### src/rtl/riio_bias_ctrl.sv
// Sequencer for the EG1D80V bias/bandgap cell: power-up, startup kick, valid wait, settle, trim ownership.
// Optional valid-loss monitor and LOSS_CNT_O port enabled by defining RIIO_BIAS_CTRL_MONITOR_EN.
module riio_bias_ctrl #(
  parameter int unsigned STARTUP_CYC   = 16,
  parameter int unsigned SETTLE_CYC    = 64,
  parameter int unsigned TIMEOUT_CYC   = 1024,
  parameter logic [3:0]  TRIM_BIAS_DEF = 4'd8,
  parameter logic [4:0]  TRIM_CURV_DEF = 5'd16,
  parameter logic [4:0]  TRIM_VBG_DEF  = 5'd16
) (
  input  logic       CLK_I,
  input  logic       RST_N_I,
  input  logic       ENABLE_I,
  input  logic       VBIAS_REQ_I,
  input  logic       TRIM_LOAD_I,
  input  logic [3:0] TRIM_BIAS_I,
  input  logic [4:0] TRIM_CURV_I,
  input  logic [4:0] TRIM_VBG_I,
  input  logic       BG_VALID_N_I,
  output logic       EN_O,
  output logic       BG_STARTUP_O,
  output logic       EN_VBIAS_O,
  output logic [3:0] TRIM_BIAS_O,
  output logic [4:0] TRIM_CURV_O,
  output logic [4:0] TRIM_VBG_O,
  output logic       READY_O,
  output logic       TRIM_BUSY_O,
  output logic       FAULT_O,
  output logic [2:0] STATE_O
`ifdef RIIO_BIAS_CTRL_MONITOR_EN
  ,
  output logic [7:0] LOSS_CNT_O
`endif
);

  typedef enum logic [2:0] {
    S_OFF     = 3'd0,
    S_STARTUP = 3'd1,
    S_WAIT    = 3'd2,
    S_SETTLE  = 3'd3,
    S_RUN     = 3'd4,
    S_FAULT   = 3'd5
  } state_e;

  typedef struct packed {
    logic [3:0] bias;
    logic [4:0] curv;
    logic [4:0] vbg;
  } trim_t;

  localparam logic [11:0] STARTUP_LD = 12'(STARTUP_CYC - 1);
  localparam logic [11:0] SETTLE_LD  = 12'(SETTLE_CYC - 1);
  localparam logic [11:0] TIMEOUT_LD = 12'(TIMEOUT_CYC - 1);
  localparam trim_t       TRIM_DEF   = '{bias: TRIM_BIAS_DEF, curv: TRIM_CURV_DEF, vbg: TRIM_VBG_DEF};

  state_e      state_q, state_d;
  logic [11:0] cnt_q, cnt_d;
  logic [1:0]  sync_q;
  logic        valid_n_s;
  trim_t       shadow_q, shadow_d, trim_q, trim_d, trim_in;
  logic        busy_q, busy_d;
  logic        en_q, en_d, kick_q, kick_d, vbias_q, vbias_d;
  logic        ready_q, ready_d, fault_q, fault_d;
  logic        apply;
  logic        mon_fault;

  assign valid_n_s = sync_q[1];
  assign trim_in   = '{bias: TRIM_BIAS_I, curv: TRIM_CURV_I, vbg: TRIM_VBG_I};

`ifdef RIIO_BIAS_CTRL_MONITOR_EN
  logic       loss_q;
  logic [7:0] loss_cnt_q;

  always_ff @(posedge CLK_I or negedge RST_N_I) begin
    if (!RST_N_I) begin
      loss_q     <= 1'b1;
      loss_cnt_q <= 8'd0;
    end else begin
      loss_q <= valid_n_s;
      if (mon_fault && (loss_cnt_q != 8'hFF)) loss_cnt_q <= loss_cnt_q + 8'd1;
    end
  end

  assign LOSS_CNT_O = loss_cnt_q;
`endif

  // Two-flop synchronizer; idles at "not valid".
  always_ff @(posedge CLK_I or negedge RST_N_I) begin
    if (!RST_N_I) sync_q <= 2'b11;
    else          sync_q <= {sync_q[0], BG_VALID_N_I};
  end

  always_ff @(posedge CLK_I or negedge RST_N_I) begin
    if (!RST_N_I) begin
      state_q  <= S_OFF;
      cnt_q    <= 12'd0;
      shadow_q <= TRIM_DEF;
      trim_q   <= TRIM_DEF;
      busy_q   <= 1'b0;
      en_q     <= 1'b0;
      kick_q   <= 1'b0;
      vbias_q  <= 1'b0;
      ready_q  <= 1'b0;
      fault_q  <= 1'b0;
    end else begin
      state_q  <= state_d;
      cnt_q    <= cnt_d;
      shadow_q <= shadow_d;
      trim_q   <= trim_d;
      busy_q   <= busy_d;
      en_q     <= en_d;
      kick_q   <= kick_d;
      vbias_q  <= vbias_d;
      ready_q  <= ready_d;
      fault_q  <= fault_d;
    end
  end

  always_comb begin
    state_d   = state_q;
    cnt_d     = cnt_q;
    shadow_d  = shadow_q;
    trim_d    = trim_q;
    busy_d    = busy_q;
    apply     = 1'b0;
    mon_fault = 1'b0;

    case (state_q)
      S_OFF: begin
        apply = busy_q;
        if (ENABLE_I) begin
          state_d = S_STARTUP;
          cnt_d   = STARTUP_LD;
        end
      end
      S_STARTUP: begin
        if (cnt_q == 12'd0) begin
          state_d = S_WAIT;
          cnt_d   = TIMEOUT_LD;
        end else begin
          cnt_d = cnt_q - 12'd1;
        end
      end
      S_WAIT: begin
        if (!valid_n_s) begin
          state_d = S_SETTLE;
          cnt_d   = SETTLE_LD;
        end else if (cnt_q == 12'd0) begin
          state_d = S_FAULT;
        end else begin
          cnt_d = cnt_q - 12'd1;
        end
      end
      S_SETTLE: begin
        // A trim held back during bring-up lands at RUN entry and restarts the settle window.
        if (cnt_q == 12'd0) begin
          if (busy_q) begin
            apply = 1'b1;
            cnt_d = SETTLE_LD;
          end else begin
            state_d = S_RUN;
          end
        end else begin
          cnt_d = cnt_q - 12'd1;
        end
      end
      S_RUN: begin
        if (busy_q) begin
          apply   = 1'b1;
          state_d = S_SETTLE;
          cnt_d   = SETTLE_LD;
        end
      end
      S_FAULT: apply = busy_q;
      default: state_d = S_OFF;
    endcase

`ifdef RIIO_BIAS_CTRL_MONITOR_EN
    if ((state_q == S_RUN || state_q == S_SETTLE) && valid_n_s && loss_q) begin
      state_d   = S_FAULT;
      mon_fault = 1'b1;
    end
`endif

    if (!ENABLE_I) begin
      state_d   = S_OFF;
      mon_fault = 1'b0;
    end

    if (apply) begin
      trim_d = shadow_q;
      busy_d = 1'b0;
    end
    // A fresh strobe always wins the shadow, even on the cycle the old value is applied.
    if (TRIM_LOAD_I) begin
      shadow_d = trim_in;
      busy_d   = 1'b1;
    end

    en_d    = (state_d == S_STARTUP) || (state_d == S_WAIT) ||
              (state_d == S_SETTLE)  || (state_d == S_RUN);
    kick_d  = (state_d == S_STARTUP);
    ready_d = (state_d == S_RUN);
    fault_d = (state_d == S_FAULT);
    case (state_d)
      S_RUN:    vbias_d = VBIAS_REQ_I;
      S_SETTLE: vbias_d = vbias_q;
      default:  vbias_d = 1'b0;
    endcase
  end

  assign EN_O         = en_q;
  assign BG_STARTUP_O = kick_q;
  assign EN_VBIAS_O   = vbias_q;
  assign READY_O      = ready_q;
  assign FAULT_O      = fault_q;
  assign TRIM_BUSY_O  = busy_q;
  assign TRIM_BIAS_O  = trim_q.bias;
  assign TRIM_CURV_O  = trim_q.curv;
  assign TRIM_VBG_O   = trim_q.vbg;
  assign STATE_O      = state_q;

endmodule

### config.mk
export PLATFORM = sky130hd
export DESIGN_NAME = riio_bias_ctrl
export DESIGN_NICKNAME = d
export VERILOG_FILES = /design/src/rtl/riio_bias_ctrl.sv
export SDC_FILE = /design/constraint.sdc
export NUM_CORES = 1
export LEC_CHECK = 0
export BUFFER_PORTS_ARGS = -buffer_cell sky130_fd_sc_hd__buf_2
export CORE_MARGIN = 10
export CORE_UTILIZATION = 25
export CTS_CLUSTER_SIZE = 20
export DETAILED_ROUTE_END_ITERATION = 10
export PLACE_DENSITY = 0.44
export SYNTH_ARGS = -nofsm -noshare
export SYNTH_HDL_FRONTEND = slang
export SYNTH_SLANG_ARGS = --single-unit
### constraint.sdc
create_clock -name CLK_I -period 4.2 [get_ports CLK_I]
set_input_delay 0.84 -clock CLK_I [delete_from_list [all_inputs] [get_ports CLK_I]]
set_output_delay 0.84 -clock CLK_I [all_outputs]
set_load 0.005 [all_outputs]
==> impl_summary.txt, run 1 <==
----------------------------------------------------
[GRT]
  Number of antenna violations at the first check in global routing ... 0
  Pin count of the biggest net entering global routing ... 32
  Total gr overflow ... 0
  Met3 global-route usage ... 3.702%
  GRT Resource Usage Total ... 9.389%
  Global-route wire length before repair ... 12.14 mm
  Fraction of met2 tracks used by global routing ... 13.77%
  Most used routing layer in global routing ... met2
  Vias in the first global route ... 2253
  Global routing met1 resource utilization ... 12.27%

[Finish]
  Area of the multi-input gates ... 1363 µm²
  Leading cell types in the layout, fill and taps excluded ... 43 x dfrtp_1, 42 x buf_2, 19 x nand2_1
  Most common library cell in the layout ignoring fill and taps ... dfrtp_1
  Layout net count ... 315
  Number of antenna repair diodes ... 0
  Sequential Area ... 1286 µm²
  Area growth from synthesis to layout ... 15.28%
  Fill cells ... 1120
  Share of final-layout standard cells stronger than drive strength 1 ... 34.58%

[Drt]
  1st-pass router iterations ... 4
  Average wire per standard cell ... 17.01 µm
  Number of nets with antenna violations after detailed routing ... 0
  Total Routed Length ... 7.401 mm
  DR vias/cell ... 4.984
  Via count ... 2168
  Number of design-rule violations left by the first detailed-router iteration ... 99
  Total DRC errors in the routed layout ... 0

[Flow run]
  Number of maximum-capacitance constraint violations ... 0

[Synth]
  Post-synthesis cell type count ... 60
  Synthesized instance count ... 257
  Yosys warns ... 0
  Number of enable flip-flop cells after synthesis ... 0
  Dominant register cell in the synthesized netlist ... dfrtp_1
  Post-synthesis instance area ... 2744 µm²
  Syn_area_per_cell ... 10.68 µm²
  Share of flip-flops with an asynchronous set or reset ... 100.0%
  Post-synthesis register bit count ... 51
  Register area share after synthesis ... 46.88%
  Mapped Nets ... 278

[Clocking]
  Clock tree buffer depth ... 2
  Clock-pin slew on the worst setup and hold paths ... 0.10 ns
  Number of buffers added by the clock tree synthesis step ... 5
  Count of buffers added by post-CTS timing repair for setup ... 0
  Number of hold buffers added after CTS ... 0
  Clk_lat worst skew ... 0.31 ns
  CTS Root Cell ... clkbuf_8
  TritonCTS Sinks ... 51
  H-tree levels ... 2
  TritonCTS clock tree ... done
  Post-cts resize count ... 0

[Floorplan]
  Height of the die ... 124.8 µm
  I/O Pins ... 43
  Area of the core region ... 10790 µm²
  Overall die width ... 124.8 µm
  Total Die Area ... 15570 µm²
  Starting utilization of the core area ... 25.42%
  FP Rows ... 38

[Critical path]
  Worst reg-to-reg setup slack ... 1.60 ns
  Start-to-end type of the worst setup path ... flip-flop to flip-flop
  Critical register-to-register path startpoint ... cnt_q[0]
  Worst setup SP type ... flip-flop
  Crit path arrival time ... 2.81 ns
  Worst setup EP type ... flip-flop
  Critical Path RT ... 4.40 ns
  Capture point of the worst reg-to-reg path ... TRIM_BIAS_O[1]
  Logic depth of the worst register-to-register path ... 7
  Worst-path fanout max ... 14

[Placed design]
  Gp weighted congestion ... 0.9050
  IO Port Bufs ... 42
  Detailed-placement wirelength estimate ... 5.457 mm

[Timing]
  Slew at the pin closest to its max-slew limit ... 0.8265 ns
  Minimum period implied by the final worst setup slack ... 2.605 ns
  Max-slew headroom ... 44.32%
  Portion of the clock cycle consumed by the worst path in the final layout ... 62.02%
  Achievable frequency ... 0.3839 GHz
  Max Slew Vio Count ... 0
  Number of hold violations in the final report ... 0
  Count of endpoints failing setup in the final report ... 0
  Worst setup skew after layout ... 0.008003 ns
  Aggregate negative setup slack ... 0 ns
  Setup repair after global routing missed its margin ... no

[Pwr]
  Leakage component of the power ... 1.358 nW
  Largest vdd supply drop ... 0.0002235 V
  Power per cell area ... 537.8 nW/µm²
  Final Power ... 1.701 mW

[Worst hold path]
  Cell depth of the worst hold path ... 0
  Hold endpoint ... sync_q[1]
  Worst min-delay path startpoint ... sync_q[0]
  Hold/Removal Path Class ... flip-flop to flip-flop

[Status]
  Status ... finished clean

----------------------------------------------------
-- routing by layer --
layer | wire [µm] | up-vias
met5 | 0 | -
met4 | 125 | 0
met3 | 547 | 12
met2 | 3295 | 62
met1 | 3433 | 1060
li1 | - | 1034
-- worst max-delay path: stages (launching register included) --
cell	delay, ns
dfrtp_1	0.43
inv_1	0.09
ha_1	0.20
nor3b_2	0.52
nand4_1	0.29
a21oi_2	0.26
nand2_2	0.30
mux2_4	0.40
-- power breakdown --
part | leakage, nW | internal (mW) | total [mW] | switching [mW]
clock network | 0.0489 | 0.121 | 0.309 | 0.188
logic | 0.698 | 0.277 | 0.645 | 0.369
registers | 0.611 | 0.622 | 0.747 | 0.125
-- logic make-up (layout without fill, tap and decap cells) --
| kind of cell | Yosys count | count (layout) | share of synthesized area (%) |
|---|---|---|---|
| simple gates | 90 | 90 | 19.34 |
| compound gates | 65 | 65 | 16.69 |
| flops | 51 | 51 | 46.88 |
| mux | 28 | 28 | 12.86 |
| buf+inv | 21 | 59 | 3.465 |
| fa+ha+maj | 1 | 1 | 0.4559 |
| xor+xnor | 1 | 1 | 0.3193 |
-- area by class of cell --
class | count | area share [%]
clock buffers | 5 | 2.176
flip-flops and latches | 51 | 40.66
clock inverters | 3 | 0.7120
repair buffers | 43 | 6.883
well taps | 140 | 5.538
multi-input cells | 185 | 43.08
inverters | 8 | 0.9494
-- how the worst max path moves through the flow --
stage              from             end  slack [ns]  cells past startpoint
2_1_floorplan  cnt_q[0]  TRIM_BIAS_O[0]        2.10                      8
3_3_place_gp   cnt_q[0]  TRIM_CURV_O[0]        1.75                      7
3_5_place_dp   cnt_q[0]  TRIM_CURV_O[0]        1.67                      7
4_1_cts        cnt_q[0]  TRIM_BIAS_O[1]        1.64                      7
5_1_grt        cnt_q[0]  TRIM_CURV_O[2]        1.42                      7
6_report       cnt_q[0]  TRIM_BIAS_O[1]        1.60                      7
-- cell usage after synthesis (all sizes together), types with 3 or more instances --
library cell  number  area [µm²]
a21oi              9       48.80
nand4              6       37.54
o311ai             3       26.28
inv                8       30.03
nand2             20       77.58
nand2b             3       18.77
dfrtp             43        1076
buf                5       35.02
nor2              19       76.32
o21bai             3       22.52
mux2              28       352.8
dfstp              8       210.2
o22ai              3       18.77
nand3b             4       30.03
or4                3       22.52
nand3              8       40.04
a211oi             4       35.03
clkbuf             8       30.03
o211ai             4       30.03
nor3               8       51.30
nor4               7       77.58
a31oi              6       37.54
o21ai             16       80.07
-- state kept, by name (all words and copies together), names as in the netlist --
signal        cells
cnt_q            12
BG_STARTUP_O      1
TRIM_BUSY_O       1
TRIM_BIAS_O       4
shadow_q         14
STATE_O           3
READY_O           1
TRIM_VBG_O        5
EN_VBIAS_O        1
TRIM_CURV_O       5
sync_q            2
EN_O              1
FAULT_O           1
-- through the flow --
| step | worst slack [ns] | area [µm²] | util [%] | hold slack, ns | cells |
|---|---|---|---|---|---|
| after floorplan | 2.103 | 2744 | - | 0.3452 | 257 |
| after global placement | 1.745 | 3072 | 28.46 | 0.3458 | 427 |
| after detailed placement | 1.668 | 3072 | 28.46 | 0.3472 | 427 |
| after CTS | 1.641 | 3163 | 29.31 | 0.3626 | 435 |
| after global routing | 1.422 | 3163 | 29.31 | 0.3667 | 435 |
| final | 1.595 | 3163 | 29.31 | 0.3610 | 435 |
Power figures use the tool's default switching activity.
==> run 2, diff against run 1 <==
==> constraint.sdc (replaced) <==
create_clock -name CLK_I -period 2.71 [get_ports CLK_I]
set_input_delay 0.542 -clock CLK_I [delete_from_list [all_inputs] [get_ports CLK_I]]
set_output_delay 0.542 -clock CLK_I [all_outputs]
set_load 0.005 [all_outputs]
==> run 2 against run 1 <==
  * Clock skew is 0.0023 ns higher
  * Core utilization is 0.63 points higher
  * Sequential share of layout area is 0.85 points lower
  * Via count is 0.32% higher
  * Global-route usage hardly changed
  * Critical endpoint is now BG_STARTUP_O
==> impl_summary.txt, run 2 (synthesis gave the netlist of run 1 again) <==
----------------------------------------------------
[Status]
  Status ... finished clean

[Drt]
  Number of design-rule violations left by the first detailed-router iteration ... 137
  Average wire per standard cell ... 16.48 µm
  Number of nets with antenna violations after detailed routing ... 0
  Via count ... 2175
  DR vias/cell ... 4.899
  1st-pass router iterations ... 4
  Total DRC errors in the routed layout ... 0
  Total Routed Length ... 7.315 mm

[Floorplan]
  I/O Pins ... 43
  Height of the die ... 124.8 µm
  Area of the core region ... 10790 µm²
  Starting utilization of the core area ... 25.42%
  FP Rows ... 38
  Total Die Area ... 15570 µm²
  Overall die width ... 124.8 µm

[Critical path]
  Worst setup EP type ... flip-flop
  Worst reg-to-reg setup slack ... 0.33 ns
  Crit path arrival time ... 2.60 ns
  Worst-path fanout max ... 9
  Start-to-end type of the worst setup path ... flip-flop to flip-flop
  Worst setup SP type ... flip-flop
  Critical Path RT ... 2.93 ns

[Timing]
  Minimum period implied by the final worst setup slack ... 2.377 ns
  Slew at the pin closest to its max-slew limit ... 0.7895 ns
  Aggregate negative setup slack ... 0 ns
  Max-slew headroom ... 46.81%
  Number of hold violations in the final report ... 0
  Portion of the clock cycle consumed by the worst path in the final layout ... 87.72%
  Count of endpoints failing setup in the final report ... 0
  Max Slew Vio Count ... 0
  Setup repair after global routing missed its margin ... no
  Achievable frequency ... 0.4207 GHz
  Setup WS post-layout ... 0.3328 ns
  Worst setup skew after layout ... 0.01029 ns

[Pwr]
  Power per cell area ... 829.1 nW/µm²
  Largest vdd supply drop ... 0.0003034 V
  Leakage component of the power ... 1.404 nW

[Finish]
  Leading cell types in the layout, fill and taps excluded ... 43 x dfrtp_1, 42 x buf_2, 19 x nand2_1
  Number of antenna repair diodes ... 0
  Largest registers ... shadow_q: 14 flops, cnt_q: 12 flops
  Layout net count ... 324
  Most flop-heavy register ... shadow_q
  Utilization after layout ... 29.93%
  Largest register FFs ... 14
  Share of final-layout standard cells stronger than drive strength 1 ... 36.51%
  Most common library cell in the layout ignoring fill and taps ... dfrtp_1
  Area growth from synthesis to layout ... 17.74%

[GRT]
  Fraction of met2 tracks used by global routing ... 14.73%
  Global-route wire length before repair ... 12.38 mm
  Number of antenna violations at the first check in global routing ... 0
  Global routing met1 resource utilization ... 12.19%
  GRT Resource Usage Total ... 9.361%
  Most used routing layer in global routing ... met2
  Pin count of the biggest net entering global routing ... 31
  Total gr overflow ... 0
  Vias in the first global route ... 2277
  Met3 global-route usage ... 3.064%

[Clocking]
  Number of buffers added by the clock tree synthesis step ... 5
  CTS Root Cell ... clkbuf_8
  Clock tree buffer depth ... 2
  TritonCTS Sinks ... 51
  Count of buffers added by post-CTS timing repair for setup ... 0
  Post-cts resize count ... 0
  Number of hold buffers added after CTS ... 0
  Clk_lat worst skew ... 0.31 ns
  TritonCTS clock tree ... done
  Clock-pin slew on the worst setup and hold paths ... 0.11 ns
  H-tree levels ... 2

[Placed design]
  Gp weighted congestion ... 0.8687
  Pre-CTS setup slack ... 0.3933 ns
  IO Port Bufs ... 42
  Detailed-placement wirelength estimate ... 5.616 mm

[Worst hold path]
  Hold/Removal Path Class ... primary input to asynchronous set/reset pin

[Flow run]
  Number of maximum-capacitance constraint violations ... 0

----------------------------------------------------
==> run 2: cell types whose count changed in the layout (fill, tap and decap cells not counted), sizes merged <==
cell	delta
buf	+9
==> run 2: critical path: stages (launching register included) <==
cell and delay (ns):
dfrtp_1 0.42, inv_1 0.08, ha_1 0.24, nor3b_2 0.18
buf_4 0.17, nand3_1 0.18, o31ai_1 0.11, a211oi_1 0.59
nor4b_2 0.31
==> run 2: final cells by class <==
class                           count  area, µm²
Fill cell                        1129       7562
Multi-Input combinational cell    185       1363
Sequential cell                    51       1286
Timing Repair Buffer               52      285.3
Tap cell                          140      175.2
Clock buffer                        5      68.82
Inverter                            8      30.03
Clock inverter                      3      22.52
==> run 2: routing by layer <==
layer | share of wire [%] | up-vias
met5 | 0 | -
met4 | 0.92 | 0
met3 | 7.5 | 8
met2 | 46 | 64
li1 | - | 1044
met1 | 45 | 1059
==> run 2: metrics by stage <==
stage	hold WS, ns	instance area, µm²	cells	total power, mW
after global placement	0.3464	3139	436	2.239
after detailed placement	0.3468	3139	436	2.230
after floorplan	0.2464	2744	257	1.864
after global routing	0.07738	3231	444	2.899
after CTS	0.08140	3231	444	2.717
final	0.07399	3231	444	2.679
==> run 2: final timing paths <==
check,endpoint,from,depth (start not counted)
worst max-delay path,BG_STARTUP_O,cnt_q[0],8
worst max register to register,BG_STARTUP_O,cnt_q[0],8
max in group asynchronous,TRIM_BIAS_O[3],RST_N_I,2
min in group CLK_I,sync_q[0],BG_VALID_N_I,1
worst min-delay path,cnt_q[7],RST_N_I,1
worst min register to register,sync_q[1],sync_q[0],0
==> run 2: where the power goes <==
part	leakage, nW	internal [mW]	switching (mW)
sequential	0.611	0.964	0.172
clock	0.0489	0.188	0.281
combinational	0.744	0.480	0.593
==> run 3, diff against run 2 <==
--- a/config.mk
+++ b/config.mk
@@ -8,8 +8,10 @@
 export BUFFER_PORTS_ARGS = -buffer_cell sky130_fd_sc_hd__buf_2
 export CORE_MARGIN = 10
 export CORE_UTILIZATION = 25
+export CTS_BUF_LIST = sky130_fd_sc_hd__clkbuf_4 sky130_fd_sc_hd__clkbuf_8
 export CTS_CLUSTER_SIZE = 20
 export DETAILED_ROUTE_END_ITERATION = 10
+export MAX_ROUTING_LAYER = met4
 export PLACE_DENSITY = 0.44
 export SYNTH_ARGS = -nofsm -noshare
 export SYNTH_HDL_FRONTEND = slang
==> run 3 against run 2 <==
  * Sequential power about the same
  * Routed wire length up 0.34%
  * Largest cell class unchanged
  * Largest power group unchanged
  * Highest routed layer unchanged
  * Cell count unchanged
  * Maximum frequency about the same
==> impl_summary.txt, run 3 (synthesis gave the netlist of run 1 again) <==
----------------------------------------------------
[Timing]
  Worst setup skew after layout ... 0.01045 ns
  Aggregate negative setup slack ... 0 ns
  Max Slew Vio Count ... 0
  Max-slew headroom ... 46.39%
  Setup repair after global routing missed its margin ... no
  Achievable frequency ... 0.4206 GHz
  Minimum period implied by the final worst setup slack ... 2.378 ns
  Count of endpoints failing setup in the final report ... 0
  Number of hold violations in the final report ... 0
  Worst hold margin ... 0.07478 ns
  Slew at the pin closest to its max-slew limit ... 0.7958 ns
  Portion of the clock cycle consumed by the worst path in the final layout ... 87.74%

[Finish]
  Area growth from synthesis to layout ... 17.74%
  Fill cells ... 1129
  Layout net count ... 324
  Share of final-layout standard cells stronger than drive strength 1 ... 36.51%
  Number of antenna repair diodes ... 0
  Largest register FFs ... 14
  Area of the multi-input gates ... 1363 µm²
  Leading cell types in the layout, fill and taps excluded ... 43 x dfrtp_1, 42 x buf_2, 19 x nand2_1
  Largest registers ... shadow_q: 14 flops, cnt_q: 12 flops
  Most common library cell in the layout ignoring fill and taps ... dfrtp_1
  Most flop-heavy register ... shadow_q
  Sequential Area ... 1286 µm²

[Critical path]
  Logic depth of the worst register-to-register path ... 8
  Dominant delay contributor by cell family on the critical path ... compound AO/OA/AOI/OAI gates
  Start-to-end type of the worst setup path ... flip-flop to flip-flop
  CP Cell Sequence ... inv_1, ha_1, nor3b_2, buf_4, nand3_1, o31ai_1, a211oi_1, nor4b_2
  Crit path largest cell delay ... 0.59 ns
  Crit path arrival time ... 2.60 ns
  Worst setup EP type ... flip-flop
  Worst reg-to-reg setup slack ... 0.33 ns
  Worst-path fanout max ... 9
  Buffers and inverters on the worst path ... 2
  Worst setup SP type ... flip-flop
  Max stage delay cell, worst path ... a211oi_1
  Capture point of the worst reg-to-reg path ... BG_STARTUP_O
  Critical Path RT ... 2.93 ns
  Critical register-to-register path startpoint ... cnt_q[0]

[Clocking]
  TritonCTS Sinks ... 51
  H-tree levels ... 2
  Post-cts resize count ... 0
  Clock-pin slew on the worst setup and hold paths ... 0.11 ns
  Number of buffers added by the clock tree synthesis step ... 5
  Count of buffers added by post-CTS timing repair for setup ... 0
  CTS Root Cell ... clkbuf_8
  Clock tree buffer depth ... 2
  Clk_lat worst skew ... 0.31 ns
  TritonCTS clock tree ... done
  Number of hold buffers added after CTS ... 0

[Drt]
  Via count ... 2184
  Total DRC errors in the routed layout ... 0
  DR vias/cell ... 4.919
  Number of nets with antenna violations after detailed routing ... 0
  Total Routed Length ... 7.340 mm
  Average wire per standard cell ... 16.53 µm
  1st-pass router iterations ... 4
  Number of design-rule violations left by the first detailed-router iteration ... 140

[Floorplan]
  FP Rows ... 38
  Overall die width ... 124.8 µm
  Area of the core region ... 10790 µm²
  Total Die Area ... 15570 µm²
  Height of the die ... 124.8 µm
  I/O Pins ... 43
  Starting utilization of the core area ... 25.42%

[Placed design]
  Detailed-placement wirelength estimate ... 5.616 mm
  Gp weighted congestion ... 0.8828
  IO Port Bufs ... 42

[GRT]
  GRT Resource Usage Total ... 9.639%
  Total gr overflow ... 0
  Vias in the first global route ... 2281
  Global-route wire length before repair ... 12.36 mm
  Pin count of the biggest net entering global routing ... 31
  Number of antenna violations at the first check in global routing ... 0

[Status]
  Status ... finished clean

[Worst hold path]
  Hold/Removal Path Class ... primary input to asynchronous set/reset pin

[Flow run]
  Number of maximum-capacitance constraint violations ... 0

[Pwr]
  Largest vdd supply drop ... 0.0003036 V
  Leakage component of the power ... 1.404 nW
  Final Power ... 2.684 mW
  Power per cell area ... 830.7 nW/µm²

----------------------------------------------------
-- run 3: worst register-to-register path, stage by stage, from the launching register on --
cell and delay, ns:
dfrtp_1 0.42, inv_1 0.08, ha_1 0.24, nor3b_2 0.18
buf_4 0.17, nand3_1 0.19, o31ai_1 0.11, a211oi_1 0.59
nor4b_2 0.31
-- run 3: worst max path at each step --
stage,cells after the start,slack [ns],to,from
floorplan,8,0.61,TRIM_BIAS_O[0],cnt_q[0]
global placement,8,0.36,BG_STARTUP_O,cnt_q[0]
detailed placement,8,0.39,BG_STARTUP_O,cnt_q[0]
CTS,8,0.35,BG_STARTUP_O,cnt_q[0]
global route,8,0.07,BG_STARTUP_O,cnt_q[0]
finish,8,0.33,BG_STARTUP_O,cnt_q[0]
-- run 3: layout make-up --
type | count | area share, %
multi-input combinational | 185 | 42.18
timing repair buffer | 52 | 8.830
clock inverter | 3 | 0.6971
tap | 140 | 5.422
inverter | 8 | 0.9295
clock buffer | 5 | 2.130
sequential | 51 | 39.81
-- run 3: power breakdown --
part	internal, mW	switching [mW]	leakage (nW)	total, mW
logic	0.481	0.595	0.744	1.08
clock network	0.188	0.284	0.0489	0.472
registers	0.964	0.172	0.611	1.14
-- run 3: layer usage --
| layer | global-route usage, % | up-vias | share of wire, % |
|---|---|---|---|
| met1 | 12.74 | 1065 | 47 |
| li1 | - | 1045 | - |
| met3 | 2.255 | 8 | 5.1 |
| met4 | 1.851 | 0 | 0.89 |
| met5 | - | - | 0 |
| met2 | 14.70 | 66 | 47 |
-- run 3: metrics by stage --
| step | utilization, % | std cells | area, µm² | worst slack (ns) |
|---|---|---|---|---|
| 2_1_floorplan | - | 257 | 2744 | 0.6126 |
| 3_5_place_dp | 29.09 | 436 | 3139 | 0.3933 |
| 4_1_cts | 29.93 | 444 | 3231 | 0.3467 |
| 6_report | 29.93 | 444 | 3231 | 0.3322 |
| 5_1_grt | 29.93 | 444 | 3231 | 0.07377 |
| 3_3_place_gp | 29.09 | 436 | 3139 | 0.3555 |
